===== config.mk =====
export PLATFORM = sky130hd
export DESIGN_NAME = pulse_debouncer_flat
export DESIGN_NICKNAME = d
export VERILOG_FILES = /design/src/rtl/pulse_debouncer_if.sv /design/src/rtl/pulse_debouncer.sv /design/src/flat_wrapper.sv
export SDC_FILE = /design/constraint.sdc
export NUM_CORES = 1
export LEC_CHECK = 0
export BUFFER_PORTS_ARGS = -buffer_cell sky130_fd_sc_hd__clkbuf_2
export CAP_MARGIN = 20
export CORE_UTILIZATION = 49
export DETAILED_ROUTE_END_ITERATION = 10
export PLACE_DENSITY = 0.69
export SLEW_MARGIN = 25
export SYNTH_ARGS = -nofsm -noshare
export SYNTH_HDL_FRONTEND = slang
export SYNTH_SLANG_ARGS = --single-unit

===== constraint.sdc =====
create_clock -name clk -period 2.5 [get_ports clk]
set_input_delay 0.5 -clock clk [delete_from_list [all_inputs] [get_ports clk]]
set_output_delay 0.5 -clock clk [all_outputs]
set_load 0.05 [all_outputs]

===== src/rtl/pulse_debouncer_if.sv =====
// Bundle of the debouncer's sampled inputs and its qualified outputs.
// The auto-repeat output is called rpt because "repeat" is a reserved word.
interface pulse_debouncer_if #(
    parameter int CHANNELS = 4
);
    logic                tick;
    logic [CHANNELS-1:0] sample;
    logic [CHANNELS-1:0] level;
    logic [CHANNELS-1:0] rise;
    logic [CHANNELS-1:0] fall;
    logic [CHANNELS-1:0] rpt;

    modport master (
        output tick,
        output sample,
        input  level,
        input  rise,
        input  fall,
        input  rpt
    );

    modport slave (
        input  tick,
        input  sample,
        output level,
        output rise,
        output fall,
        output rpt
    );
endinterface


===== src/rtl/pulse_debouncer.sv =====
// Multi-channel debouncer and edge detector. Each channel synchronises its raw
// input, accepts a new level only after STABLE_CNT consecutive agreeing ticks,
// and emits one-clock rise, fall and auto-repeat pulses.
module pulse_debouncer #(
    parameter int CHANNELS     = 4,
    parameter int STABLE_CNT   = 9,
    parameter int SYNC_STAGES  = 2,
    parameter int REPEAT_DELAY = 250,
    parameter int REPEAT_RATE  = 50
) (
    input  logic              clk,
    input  logic              rst,
    pulse_debouncer_if.slave  bus
);
    localparam int CW   = $clog2(STABLE_CNT + 1);
    localparam int RMAX = (REPEAT_DELAY > REPEAT_RATE) ? REPEAT_DELAY : REPEAT_RATE;
    localparam int RW   = $clog2(RMAX + 1);

    localparam logic [CW-1:0] CNT_LAST  = CW'(STABLE_CNT - 1);
    localparam logic [RW-1:0] DLY_LAST  = RW'((REPEAT_DELAY > 0) ? REPEAT_DELAY - 1 : 0);
    localparam logic [RW-1:0] RATE_LAST = RW'(REPEAT_RATE - 1);
    // A zero initial delay turns the repeat machinery off entirely.
    localparam bit            RPT_EN    = (REPEAT_DELAY > 0);

    typedef enum logic [1:0] {
        IDLE   = 2'd0,
        DELAY  = 2'd1,
        REPEAT = 2'd2
    } state_t;

    logic [SYNC_STAGES-1:0][CHANNELS-1:0] sync_q, sync_d;
    logic [CHANNELS-1:0]                  s_sync;
    logic [CHANNELS-1:0]                  level_q, level_d;
    logic [CHANNELS-1:0][CW-1:0]          cnt_q, cnt_d;
    logic [CHANNELS-1:0][RW-1:0]          rcnt_q, rcnt_d;
    state_t [CHANNELS-1:0]                state_q, state_d;
    logic [CHANNELS-1:0]                  rise_q, rise_d;
    logic [CHANNELS-1:0]                  fall_q, fall_d;
    logic [CHANNELS-1:0]                  rpt_q, rpt_d;

    assign s_sync    = sync_q[SYNC_STAGES-1];
    assign bus.level = level_q;
    assign bus.rise  = rise_q;
    assign bus.fall  = fall_q;
    assign bus.rpt   = rpt_q;

    // Next-state: synchroniser shift, stability qualification and repeat FSM per channel.
    always_comb begin
        sync_d  = {sync_q[SYNC_STAGES-2:0], bus.sample};
        level_d = level_q;
        cnt_d   = cnt_q;
        rcnt_d  = rcnt_q;
        state_d = state_q;
        rise_d  = '0;
        fall_d  = '0;
        rpt_d   = '0;

        for (int ch = 0; ch < CHANNELS; ch++) begin
            if (bus.tick) begin
                // Any agreement with the current level restarts qualification.
                if (s_sync[ch] == level_q[ch]) begin
                    cnt_d[ch] = '0;
                end else if (cnt_q[ch] == CNT_LAST) begin
                    level_d[ch] = s_sync[ch];
                    cnt_d[ch]   = '0;
                    rise_d[ch]  = s_sync[ch];
                    fall_d[ch]  = ~s_sync[ch];
                end else begin
                    cnt_d[ch] = cnt_q[ch] + 1'b1;
                end

                if (RPT_EN) begin
                    // An accepted fall wins over any repeat due on the same tick.
                    if (fall_d[ch]) begin
                        state_d[ch] = IDLE;
                        rcnt_d[ch]  = '0;
                    end else if (rise_d[ch]) begin
                        state_d[ch] = DELAY;
                        rcnt_d[ch]  = '0;
                    end else begin
                        case (state_q[ch])
                            DELAY: begin
                                if (rcnt_q[ch] == DLY_LAST) begin
                                    rpt_d[ch]   = 1'b1;
                                    rcnt_d[ch]  = '0;
                                    state_d[ch] = REPEAT;
                                end else begin
                                    rcnt_d[ch] = rcnt_q[ch] + 1'b1;
                                end
                            end
                            REPEAT: begin
                                if (rcnt_q[ch] == RATE_LAST) begin
                                    rpt_d[ch]  = 1'b1;
                                    rcnt_d[ch] = '0;
                                end else begin
                                    rcnt_d[ch] = rcnt_q[ch] + 1'b1;
                                end
                            end
                            default: begin
                                state_d[ch] = IDLE;
                            end
                        endcase
                    end
                end
            end
        end
    end

    // State registers; asynchronous reset clears every channel and suppresses pulses.
    always_ff @(posedge clk or posedge rst) begin
        if (rst) begin
            sync_q  <= '0;
            level_q <= '0;
            cnt_q   <= '0;
            rcnt_q  <= '0;
            rise_q  <= '0;
            fall_q  <= '0;
            rpt_q   <= '0;
            for (int ch = 0; ch < CHANNELS; ch++) begin
                state_q[ch] <= IDLE;
            end
        end else begin
            sync_q  <= sync_d;
            level_q <= level_d;
            cnt_q   <= cnt_d;
            rcnt_q  <= rcnt_d;
            state_q <= state_d;
            rise_q  <= rise_d;
            fall_q  <= fall_d;
            rpt_q   <= rpt_d;
        end
    end
endmodule


===== src/flat_wrapper.sv =====
// flat-port wrapper written by rule: the top's interface ports become plain ports
module pulse_debouncer_flat 
#(
    parameter int CHANNELS     = 4,
    parameter int STABLE_CNT   = 9,
    parameter int SYNC_STAGES  = 2,
    parameter int REPEAT_DELAY = 250,
    parameter int REPEAT_RATE  = 50
)
  (clk, rst, bus_tick, bus_sample, bus_level, bus_rise, bus_fall, bus_rpt);
  pulse_debouncer_if #(.CHANNELS(CHANNELS)) bus_i ();
  input  logic clk;
  input  logic rst;
  input wire logic [$bits(bus_i.tick)-1:0] bus_tick;
  input wire logic [$bits(bus_i.sample)-1:0] bus_sample;
  output wire logic [$bits(bus_i.level)-1:0] bus_level;
  output wire logic [$bits(bus_i.rise)-1:0] bus_rise;
  output wire logic [$bits(bus_i.fall)-1:0] bus_fall;
  output wire logic [$bits(bus_i.rpt)-1:0] bus_rpt;
  assign bus_i.tick = bus_tick;
  assign bus_i.sample = bus_sample;
  assign bus_level = bus_i.level;
  assign bus_rise = bus_i.rise;
  assign bus_fall = bus_i.fall;
  assign bus_rpt = bus_i.rpt;
  pulse_debouncer #(.CHANNELS(CHANNELS), .STABLE_CNT(STABLE_CNT), .SYNC_STAGES(SYNC_STAGES), .REPEAT_DELAY(REPEAT_DELAY), .REPEAT_RATE(REPEAT_RATE)) u_core (.clk(clk), .rst(rst), .bus(bus_i));
endmodule

# Word level (Yosys, flattened, before mapping)
# Cells that the tools add are included.
dict set report totals {
  mem_bits_rw 0
  latchBits 0
  romBits 0
  output_inout_bits 16
  elab_cells 185
  in_bits 7
  n_memories 0
  reg_bits 80
}
dict set report classes {
  n_addsub 8
  n_eq_ne 32
  div_mod_pow 0
  bitwise 8
  mux 100
  shift 0
  n_lt_le_gt_ge 0
  multipliers 0
  n_reduce_logical 16
}
# op n
set op_table {}
lappend op_table {{2-to-1 mux 8 bit} 16}
lappend op_table {{one-hot mux 8 bit (2 select lines)} 4}
lappend op_table {{2-to-1 mux 1 bit} 52}
lappend op_table {{adder 8 x 1 -> 8 bit (second input constant)} 4}
lappend op_table {{== test 8 x 6 -> 1 bit (second input constant)} 4}
lappend op_table {{== test 8 bit (second input constant)} 4}
lappend op_table {{2-to-1 mux 4 bit} 8}
lappend op_table {{2-to-1 mux 2 bit} 12}
lappend op_table {{AND reduction 3 bit} 8}
lappend op_table {{adder 4 x 1 -> 4 bit (second input constant)} 4}
lappend op_table {{== test 4 bit (second input constant)} 4}
lappend op_table {{inequality test 4 x 1 -> 1 bit (second input constant)} 4}
lappend op_table {{one-hot mux 2 bit (2 select lines)} 4}
lappend op_table {{nonzero test 4 bit} 4}
lappend op_table {{inequality test 3 x 2 -> 1 bit (second input constant)} 4}
lappend op_table {{== test 2 x 1 -> 1 bit (second input constant)} 4}
lappend op_table {{== test 2 bit (second input constant)} 4}
lappend op_table {{inverter 1 bit} 8}
lappend op_table {{one-hot mux 1 bit (2 select lines)} 4}
lappend op_table {{AND reduction 2 bit} 4}
lappend op_table {{== test 1 bit} 4}

# Depth between registers and ports, before layout
dict set report logic_depth {
  depth_word 7
  depth_mapped 7
}

# Worst setup path after synthesis
# Ideal clock, no wire load.
dict set report synth_path {
  path_type {register -> register}
  from {register u_core.level_q[3], in the netlist u_core.bus.level[3]}
  to {register u_core.rcnt_q[28] in the netlist's numbering}
  arrival_ns 1.662
  t_required_ns 2.379
  period_less_slack_ns 1.783
  path_stages_with_launch 6
  slack_ns 0.717
  cell_sequence {dfrtp_1 xnor2_1 or2_2 buf_2 and2_1 a22o_1}
}
dict set report synth_via {
  elab_chain_len 5
  word_cells_on_any_way 9
  cone_classes {eq/ne (1); mux (6); reduce/logical (2)}
}
# item line_no
set synth_rtl {}
lappend synth_rtl {{start: declaration} pulse_debouncer.sv:33} ;# logic [CHANNELS-1:0] level_q, level_d;
lappend synth_rtl {{start signal: assignment} pulse_debouncer.sv:124} ;# level_q <= level_d;
lappend synth_rtl {{== test 1 bit *} pulse_debouncer.sv:61} ;# if (s_sync[ch] == level_q[ch]) begin
lappend synth_rtl {{2-to-1 mux 1 bit} pulse_debouncer.sv:61}
lappend synth_rtl {{2-to-1 mux 1 bit} pulse_debouncer.sv:59} ;# if (bus.tick) begin
lappend synth_rtl {{nonzero test 4 bit (no line) / 2-to-1 mux 8 bit (equally long branches)} --}
lappend synth_rtl {{AND reduction 2 bit (no line) / 2-to-1 mux 8 bit (equally long branches)} --}
lappend synth_rtl {{end signal: assignment} pulse_debouncer.sv:126} ;# rcnt_q <= rcnt_d;
lappend synth_rtl {{end: declaration} pulse_debouncer.sv:35} ;# logic [CHANNELS-1:0][RW-1:0] rcnt_q, rcnt_d;
# Mark *: on every way between the ends. The rest lies on a longest branch, timed or not. The select of a mux whose other input is x is not followed.
# A chain may end at the register's enable or synchronous reset.

# Worst setup path in the final report
dict set report layout_path {
  from {register u_core.state_q[0] in the netlist's numbering}
  to {register u_core.rcnt_q[6] in the netlist's numbering}
}
dict set report layout_via {
  elab_chain_len 4
  word_cells_on_any_way 7
  cone_classes {eq/ne (2); mux (3); reduce/logical (2)}
}
# item line_no
set layout_rtl {}
lappend layout_rtl {{start: declaration} pulse_debouncer.sv:36} ;# state_t [CHANNELS-1:0] state_q, state_d;
lappend layout_rtl {{start signal: assignment} pulse_debouncer.sv:127} ;# state_q <= state_d;
lappend layout_rtl {{== test 2 bit / == test 2 x 1 -> 1 bit (equally long branches)} pulse_debouncer.sv:81} ;# case (state_q[ch])
lappend layout_rtl {{one-hot mux 8 bit (2 select lines)} pulse_debouncer.sv:81}
lappend layout_rtl {{2-to-1 mux 8 bit} pulse_debouncer.sv:77} ;# end else if (rise_d[ch]) begin
lappend layout_rtl {{2-to-1 mux 8 bit} pulse_debouncer.sv:74} ;# if (fall_d[ch]) begin
# Several ways; a longest one is shown, not always the timed one.

==> run metrics <==
outcome=finished clean; # setup viols final=0; Synthesized Nets=445; final HPWL from detailed placement=~5.9 mm; Hold Path Class=in -> async; Core ar.=roughly 8300 sq um; peak supply drop=0.4567 mV; FFs w/ async S/R, synth=1.000; CTS buffer count=9; area share of the largest cell type after synthesis=0.4691; Worst setup EP type=register; Synth Flop Type=dfrtp_1; total track usage=0.2039; Metal-1 WL=3.845 mm; Layout area overhead=12.17%; Die X=95.33 um; final std cells w/o fill=557; CP Launch Type=register; GR Overflow Total=0; Worst-Skew Late Latency=approximately 0.35 ns; Synth area leaders=dfrtp_1 47%, ha_1 7.0%, o21ai_0 4.3%, nand3_1 2.8%, inv_1 2.6%; met3 routed WL=323 um; post-synthesis cell type count=65; fmax=slightly above 500 MHz; pwr dens=roughly 700 nW/um^2; Final ANT Viol Nets=0; # clock sinks=80; Pre-antenna DRT Iters=4; Via density=6.027; vias in the first global route=3226; yosys warns=0; CP arrival=between 2 and 2.5 ns; worst slew pin tran=0.6192 ns; Top delay family on crit path=simple AND/OR/NAND/NOR gates; final period demand of the worst path=roughly 1.9 ns; Initial Utilization=0.5117; Critical Path, Cell by Cell=inv_1 -> ha_1 -> or4b_1 -> a21o_1 -> nand4_1 -> o221ai_1; max-cap viol count=0; Slew Viols, Final=0; Final Util=0.5740; vias=~3400; Root Buffer=clkbuf_8; Min Hold Slack=0.2023 ns; most frequent cell after synthesis=dfrtp_1; DR top layer=met4; fin crit share=0.7764; synthesized area=4268 sq um; DRT iter0 DRCs=158; Die H=95.33 um; Max clock buf depth=2; Mean Syn Cell Area=10.31 sq um; Post-synth top cells=80 x dfrtp_1, 37 x o21ai_0, 29 x inv_1; nets=between 400 and 500; Seq/Total Area, Yosys=0.4691; Layout fillers=around 720; DRC viols=0; synthesized flop and latch total=80; initial antenna violation count=0; placed cells=541; Clock H-tree levels=3; die footprint=between 9000 and 10000 sq um; layout cells sized above 1=0.1593; worst rel slew slack=0.5872; Post-CTS Resized=0; # IOs=23; dpl ws=0.5908 ns; first-pass GRT wire length=14.36 mm; Max FO, Critical Path=6; Detailed Route WL=approximately 8.3 mm; total power=3.331 mW; CTS hold repair buffers=0; Final WS setup=0.5590 ns; TritonCTS clock tree=yes; Final Hold Fails=0; RePlAce Congestion=0.8423; pin count of the biggest net entering global routing=30; Post-synth EDFFs=0; Clock transition at path regs=0.08 ns; Syn Inst Count=414; dpl cell area=4533 sq um; Synth area leader=dfrtp_1; RSZ-0062 raised after global routing=false; LEAKAGE=2.209 nW; TNS Setup=0 ns; I/O Buffers=22; CP max-delay cell=or4b_1; metal2 WL=between 4 and 5 mm; Setup CP Type=reg -> reg; WL per Instance=14.90 um; worst clock skew=0.007843 ns; cell row count=33; cell area after layout=roughly 4800 sq um; worst endpoint required time=2.71 ns; crit path buf inv count=1; post-CTS setup buffer count=0; antenna cells=0; largest stage delay on the critical path=between 0.4 and 0.5 ns
## power breakdown
group	leakage, nW	internal (mW)	total (mW)	switching (mW)
sequential	0.997	1.42	1.58	0.158
clock	0.126	0.716	1.19	0.472
combinational	1.09	0.242	0.563	0.320
## layer usage
| metal | vias up | global-route usage |
|---|---|---|
| met5 | - | 0 |
| met4 | 0 | 0.1010 |
| met3 | 10 | 0.04785 |
| met2 | 74 | 0.3173 |
| met1 | 1644 | 0.2663 |
| li1 | 1629 | - |
## logic make-up (layout without fill, tap and decap cells)
family | count (synthesis) | after routing | synth area share
flops | 80 | 80 | 0.4691
buf+inv | 41 | 79 | 0.04104
fa+ha+maj | 24 | 24 | 0.07036
xor+xnor | 4 | 4 | 0.008210
mux | 9 | 9 | 0.02228
compound gates | 118 | 118 | 0.1891
simple gates | 138 | 138 | 0.1999
## registers in the layout (all words and copies together) (netlist names)
register / flops
u_core.rcnt_q: 32
u_core.cnt_q: 16
u_core.state_q: 8
u_core.bus.fall: 4
u_core.bus.level: 4
u_core.bus.rise: 4
u_core.bus.rpt: 4
u_core.s_sync: 4
u_core.sync_d: 4
## cell usage in the layout (no fill, tap or decap), drive strengths merged, types with 5 or more instances in the layout
| cell | count |
|---|---|
| nand2 | 23 |
| o22ai | 6 |
| nand4 | 14 |
| o311ai | 5 |
| a21oi | 8 |
| a21o | 8 |
| o21ai | 40 |
| nor3 | 7 |
| nand3 | 24 |
| mux2i | 5 |
| a31oi | 16 |
| a211o | 5 |
| nor2 | 9 |
| clkbuf | 33 |
| or3 | 7 |
| ha | 24 |
| nand3b | 7 |
| inv | 29 |
| nor3b | 12 |
| or2 | 6 |
| dfrtp | 80 |
| buf | 11 |
## final timing paths
kind                                                    start                      endpoint  slack (ns)  depth (start not counted)
max in group asynchronous                                 rst   u_core.cnt_q[0]$_DFFE_PP0P_        1.70                          3
worst max register to register  u_core.state_q[0]$_DFFE_PP0P_  u_core.rcnt_q[6]$_DFFE_PP0P_        0.56                          6
worst min-delay path                                      rst   u_core.cnt_q[6]$_DFFE_PP0P_        0.20                          2
min in group clk                                bus_sample[0]    u_core.sync_d[4]$_DFF_PP0_        0.25                          1
worst max-delay path            u_core.state_q[0]$_DFFE_PP0P_  u_core.rcnt_q[6]$_DFFE_PP0P_        0.56                          6
worst min register to register     u_core.sync_d[5]$_DFF_PP0_    u_core.s_sync[1]$_DFF_PP0_        0.35                          0
## worst register-to-register path, stage by stage, from the launching register on
cell      delay [ns]
dfrtp_1         0.41
inv_1           0.08
ha_1            0.21
or4b_1          0.47
a21o_1          0.22
nand4_1         0.24
o221ai_1        0.16
## final cells by class
class	count	area (sq um)	share of cell area
clock buffer	11	151.4	0.03163
tap	105	131.4	0.02744
timing repair buffer	33	192.7	0.04025
multi-input combinational	293	2091	0.4367
clock inverter	5	102.6	0.02143
sequential	80	2002	0.4182
inverter	30	116.4	0.02431
No activity file was read; power rests on OpenSTA's default activity.
